===== config.mk =====
export PLATFORM = sky130hd
export DESIGN_NAME = bcd_step_counter
export DESIGN_NICKNAME = d
export VERILOG_FILES = /design/src/rtl/bcd_step_counter.sv
export SDC_FILE = /design/constraint.sdc
export NUM_CORES = 1
export LEC_CHECK = 0
export CORE_UTILIZATION = 35
export DETAILED_ROUTE_END_ITERATION = 6
export GPL_ROUTABILITY_DRIVEN = 0
export GPL_TIMING_DRIVEN = 0
export PLACE_DENSITY_LB_ADDON = 0.2
export SLEW_MARGIN = 0
export SYNTH_ARGS = -nofsm -noshare
export SYNTH_HDL_FRONTEND = slang
export SYNTH_SLANG_ARGS = --single-unit

===== constraint.sdc =====
create_clock -name clk -period 2.4 [get_ports clk]
set_input_delay 0.36 -clock clk [delete_from_list [all_inputs] [get_ports clk]]
set_output_delay 0.36 -clock clk [all_outputs]
set_load 0.005 [all_outputs]

===== src/rtl/bcd_step_counter.sv =====
// bcd_step_counter: steps one BCD digit 0..LIMIT at a fixed dwell rate.
// Optional down counting via `BCD_STEP_DOWN_EN (adds the up_dn port).
module bcd_step_counter #(
  parameter int START = 0,
  parameter int LIMIT = 9,
  parameter int DWELL = 4
) (
  input  logic       clk,
  input  logic       rst_n,
  input  logic       start,
  input  logic       stop,
  input  logic       oneshot,
  input  logic       load,
  input  logic [3:0] load_val,
`ifdef BCD_STEP_DOWN_EN
  input  logic       up_dn,
`endif
  output logic [3:0] c,
  output logic       carry,
  output logic       err,
  output logic       busy
);

  typedef enum logic {
    IDLE = 1'b0,
    RUN  = 1'b1
  } state_t;

  localparam logic [3:0] LIM  = 4'(LIMIT);
  localparam logic [3:0] INIT = 4'(START);
  localparam logic [7:0] LAST = 8'(DWELL - 1);

  state_t     state;
  state_t     state_nx;
  logic [7:0] pre;
  logic [7:0] pre_nx;
  logic [3:0] c_nx;
  logic       carry_nx;
  logic       err_nx;

  logic dir;
  logic load_ok;
  logic ld_take;
  logic at_last;
  logic step;
  logic wrap;

`ifdef BCD_STEP_DOWN_EN
  assign dir = up_dn;
`else
  assign dir = 1'b1;
`endif

  assign load_ok = (load_val <= LIM);
  assign ld_take = load & load_ok;
  assign at_last = (pre == LAST);
  assign step    = (state == RUN) & ~load
                 & ~stop & at_last;
  assign wrap    = dir ? (c == LIM)
                       : (c == 4'd0);
  assign busy    = (state == RUN);

  // Next FSM state; a load freezes the state for that cycle.
  always_comb begin
    state_nx = state;
    unique case (state)
      IDLE: begin
        if (!load && start && !stop)
          state_nx = RUN;
      end
      RUN: begin
        if (!load && stop)
          state_nx = IDLE;
        else if (step && wrap && oneshot)
          state_nx = IDLE;
      end
      default: state_nx = IDLE;
    endcase
  end

  // Dwell prescaler: free-runs only in RUN, any load restarts it.
  always_comb begin
    pre_nx = pre + 8'd1;
    if (load)
      pre_nx = 8'd0;
    else if (state != RUN)
      pre_nx = 8'd0;
    else if (stop)
      pre_nx = 8'd0;
    else if (at_last)
      pre_nx = 8'd0;
  end

  // Digit update; an accepted load and a step never coincide.
  always_comb begin
    c_nx     = c;
    carry_nx = step & wrap;
    err_nx   = load & ~load_ok;
    unique case (1'b1)
      ld_take: c_nx = load_val;
      step: begin
        if (dir)
          c_nx = wrap ? 4'd0 : c + 4'd1;
        else
          c_nx = wrap ? LIM : c - 4'd1;
      end
      default: c_nx = c;
    endcase
  end

  // State, prescaler and registered outputs.
  always_ff @(posedge clk or negedge rst_n) begin
    if (!rst_n) begin
      state <= IDLE;
      pre   <= 8'd0;
      c     <= INIT;
      carry <= 1'b0;
      err   <= 1'b0;
    end else begin
      state <= state_nx;
      pre   <= pre_nx;
      c     <= c_nx;
      carry <= carry_nx;
      err   <= err_nx;
    end
  end

endmodule


==> impl_metrics.json <==
{
  "status": "completed",
  "start_util_pct": 37.50,
  "irDropWorstVdd_uv": 320.8,
  "leakagePower_nw": 0.4140,
  "routed_wl_um": 1438,
  "arrival_ns": 2.32,
  "drv_slew": 0,
  "critPathKind": "reg -> reg",
  "drt-initial-drc-count": 29,
  "cts_made_buffers": 3,
  "dr.pass1.iters": 4,
  "ff2ff_setup_slack_ns": 0.27,
  "synth_sequential_area_ratio_pct": 50.51,
  "worstReg2RegStart": "pre[0]",
  "drive_above_1_share_pct": 9.677,
  "routedWlPerCell_um": 11.98,
  "clock_skew_ns": 0.009014,
  "syn2layout_area_growth_pct": 29.80,
  "syn-instance-count": 73,
  "worst_setup_path_start_kind": "flop",
  "netSwitchingFraction_pct": 27.30,
  "crit_path_max_incr_delay_ns": 0.46,
  "syn_avg_cell_area_um2": 10.18,
  "period_minus_slack_ns": 2.129,
  "syn_area_um2": 743.2,
  "cts_resized": 0,
  "worstPathRequired_ns": 2.59,
  "clkPwrFrac_pct": 29.3,
  "period_share_pct": 88.70,
  "path_clk_slew_ns": 0.10,
  "core_area_um2": 1982,
  "yosys_warnings": 0,
  "fmax_ghz": 0.4698,
  "cp_max_fo": 7,
  "p_per_area_nw_per_um2": 549.2,
  "reg2reg_depth": 6,
  "synth_nets": 84,
  "die_y_um": 48.08,
  "max_slew_margin_pct": 56.66,
  "antenna_found_initial": 0,
  "ys_types": 28,
  "clkLatencyLatePin_ns": 0.30,
  "io_pins": 17,
  "startpoint": "pre[0]",
  "crit_end": "busy",
  "holdWs_ns": 0.4463,
  "synth_seq_cells": 15,
  "io_buffers": 16,
  "fin_total_pwr_uw": 529.8,
  "grt_use_total_pct": 15.05,
  "grt_max_degree": 16,
  "seq_power_share_pct": 53.3,
  "routed_via_density": 5.158,
  "htreeDepth": 1,
  "diodes": 0,
  "postCtsSetupRepairBufs": 0,
  "clkSinkCount": 15,
  "antenna_left": 0,
  "grt-ovfl-total": 0,
  "power.switching_uw": 144.7,
  "clockBufferDepth": 2,
  "placementRows": 16,
  "post-route-drc-count": 0,
  "r2r-end": "busy",
  "grt_pass1_vias": 532,
  "p_int_uw": 385.2,
  "final_nets": 105,
  "vias": 619,
  "crit_chain": "ha_1, or3b_2, or4_1, buf_2, nor3b_2, a31oi_1",
  "hold_viol_final": 0,
  "tns_ns": 0,
  "die_w_um": 48.08,
  "p_comb_share_pct": 17.5,
  "root_buffer": "clkbuf_4",
  "critPathSlowestCell": "or3b_2",
  "worstMarginPinSlew_ns": 0.6481,
  "rsz0062_at_grt": "no",
  "cts_tree": "yes",
  "critPathCaptureType": "flop",
  "grt_pass1_wl_um": 2256,
  "hold_buffers": 0,
  "drv_cap": 0,
  "hp-class": "in -> async",
  "setup_viol": 0,
  "hpwl_um": 1068,
  "dieArea_um2": 2312
}
flip-flops by register name, summed over array words and instances, names as in the netlist:
signal / flops
busy: 1
c: 4
carry: 1
err: 1
pre: 8
kinds of logic after synthesis:
kind of cell	after synthesis	share of synthesized area, %
AOI/OAI and AO/OA	13	13.64
xor gates and xnor gates	6	7.071
adders and majority gates	1	1.683
buffers and inverters	4	2.188
DFF	15	50.51
and+or+nand+nor	34	24.92
synth_stat cells:
| library cell | instances | share of area [%] |
|---|---|---|
| dfrtp_1 | 15 | 51 |
| nor2_1 | 9 | 4.5 |
| nand3_1 | 8 | 5.4 |
| xor2_1 | 5 | 5.9 |
| nand2_1 | 4 | 2.0 |
| and3_1 | 3 | 2.5 |
| inv_1 | 3 | 1.5 |
| nor2b_1 | 2 | 1.7 |
| o211ai_1 | 2 | 2.0 |
| o21ai_0 | 2 | 1.3 |
| o311ai_1 | 2 | 2.4 |
| or4_1 | 2 | 2.0 |
| a21o_1 | 1 | 1.0 |
| a21oi_1 | 1 | 0.67 |
| a31oi_1 | 1 | 0.84 |
| buf_2 | 1 | 0.67 |
| ha_1 | 1 | 1.7 |
| nand2b_1 | 1 | 0.84 |
| nor3b_1 | 1 | 1.0 |
| nor3b_2 | 1 | 1.7 |
| o211ai_2 | 1 | 1.7 |
| o21ba_1 | 1 | 1.3 |
| o221ai_1 | 1 | 1.2 |
| o311ai_0 | 1 | 1.2 |
| or2_2 | 1 | 0.84 |
| or3b_1 | 1 | 1.2 |
| or3b_2 | 1 | 1.2 |
| xnor2_1 | 1 | 1.2 |
cell usage in the layout (no fill, tap or decap), drive strengths merged, types with 3 or more instances in the layout:
| master | n |
|---|---|
| clkdlybuf4s50 | 16 |
| dfrtp | 15 |
| nor2 | 9 |
| nand3 | 8 |
| xor2 | 5 |
| nand2 | 4 |
| and3 | 3 |
| inv | 3 |
| clkbuf | 3 |
| o211ai | 3 |
| o311ai | 3 |
worst min-delay path by stage:
stage | end | slack (ns) | cells after the start
after detailed placement | busy | 0.51 | 1
final | c[0] | 0.45 | 1
after global placement | busy | 0.51 | 1
after CTS | c[0] | 0.48 | 1
after global routing | c[0] | 0.52 | 1
after floorplan | busy | 0.06 | 0
layout make-up:
cell class,count,area (µm²)
fillers,177,1017
flip-flops and latches,15,375.4
multi-input cells,54,351.6
repair buffers,16,160.2
well taps,27,33.78
clock buffers,3,22.52
inverters,3,11.26
clock inverters,1,5.005
plain buffers,1,5.005
power by group through the flow:
stage | combinational, mW | sequential [mW] | clock (mW)
after global routing | 0.104 | 0.286 | 0.167
after detailed placement | 0.0936 | 0.287 | 0
after floorplan | 0.0395 | 0.285 | 0
final | 0.0925 | 0.282 | 0.155
after CTS | 0.0938 | 0.283 | 0.160
after global placement | 0.0929 | 0.287 | 0
metal layers:
layer | up-vias | share of wire [%] | global-route usage [%]
met5 | - | 0 | 0
met4 | 0 | 1.6 | 11.11
met3 | 3 | 4.2 | 3.396
met2 | 14 | 48 | 22.97
met1 | 300 | 46 | 18.50
li1 | 302 | - | -
critical path, delay by kind of cell (launching register included):
| family | cells | cell delay, ns |
|---|---|---|
| and+or+nand+nor | 3 | 1.08 |
| DFF | 1 | 0.42 |
| adders and majority gates | 1 | 0.24 |
| buffers and inverters | 1 | 0.17 |
| AOI/OAI and AO/OA | 1 | 0.11 |
per-stage QoR:
| stage | worst slack [ns] | util, % | instances | cell area, µm² |
|---|---|---|---|---|
| detailed placement | -0.05355 | 47.29 | 116 | 937.1 |
| finish | 0.2713 | 48.67 | 120 | 964.7 |
| global route | 0.1282 | 48.67 | 120 | 964.7 |
| CTS | 0.2552 | 48.67 | 120 | 964.7 |
| global placement | -0.07514 | 47.29 | 116 | 937.1 |
| floorplan | 0.4032 | - | 73 | 743.2 |
(Power assumes the default switching activity.)
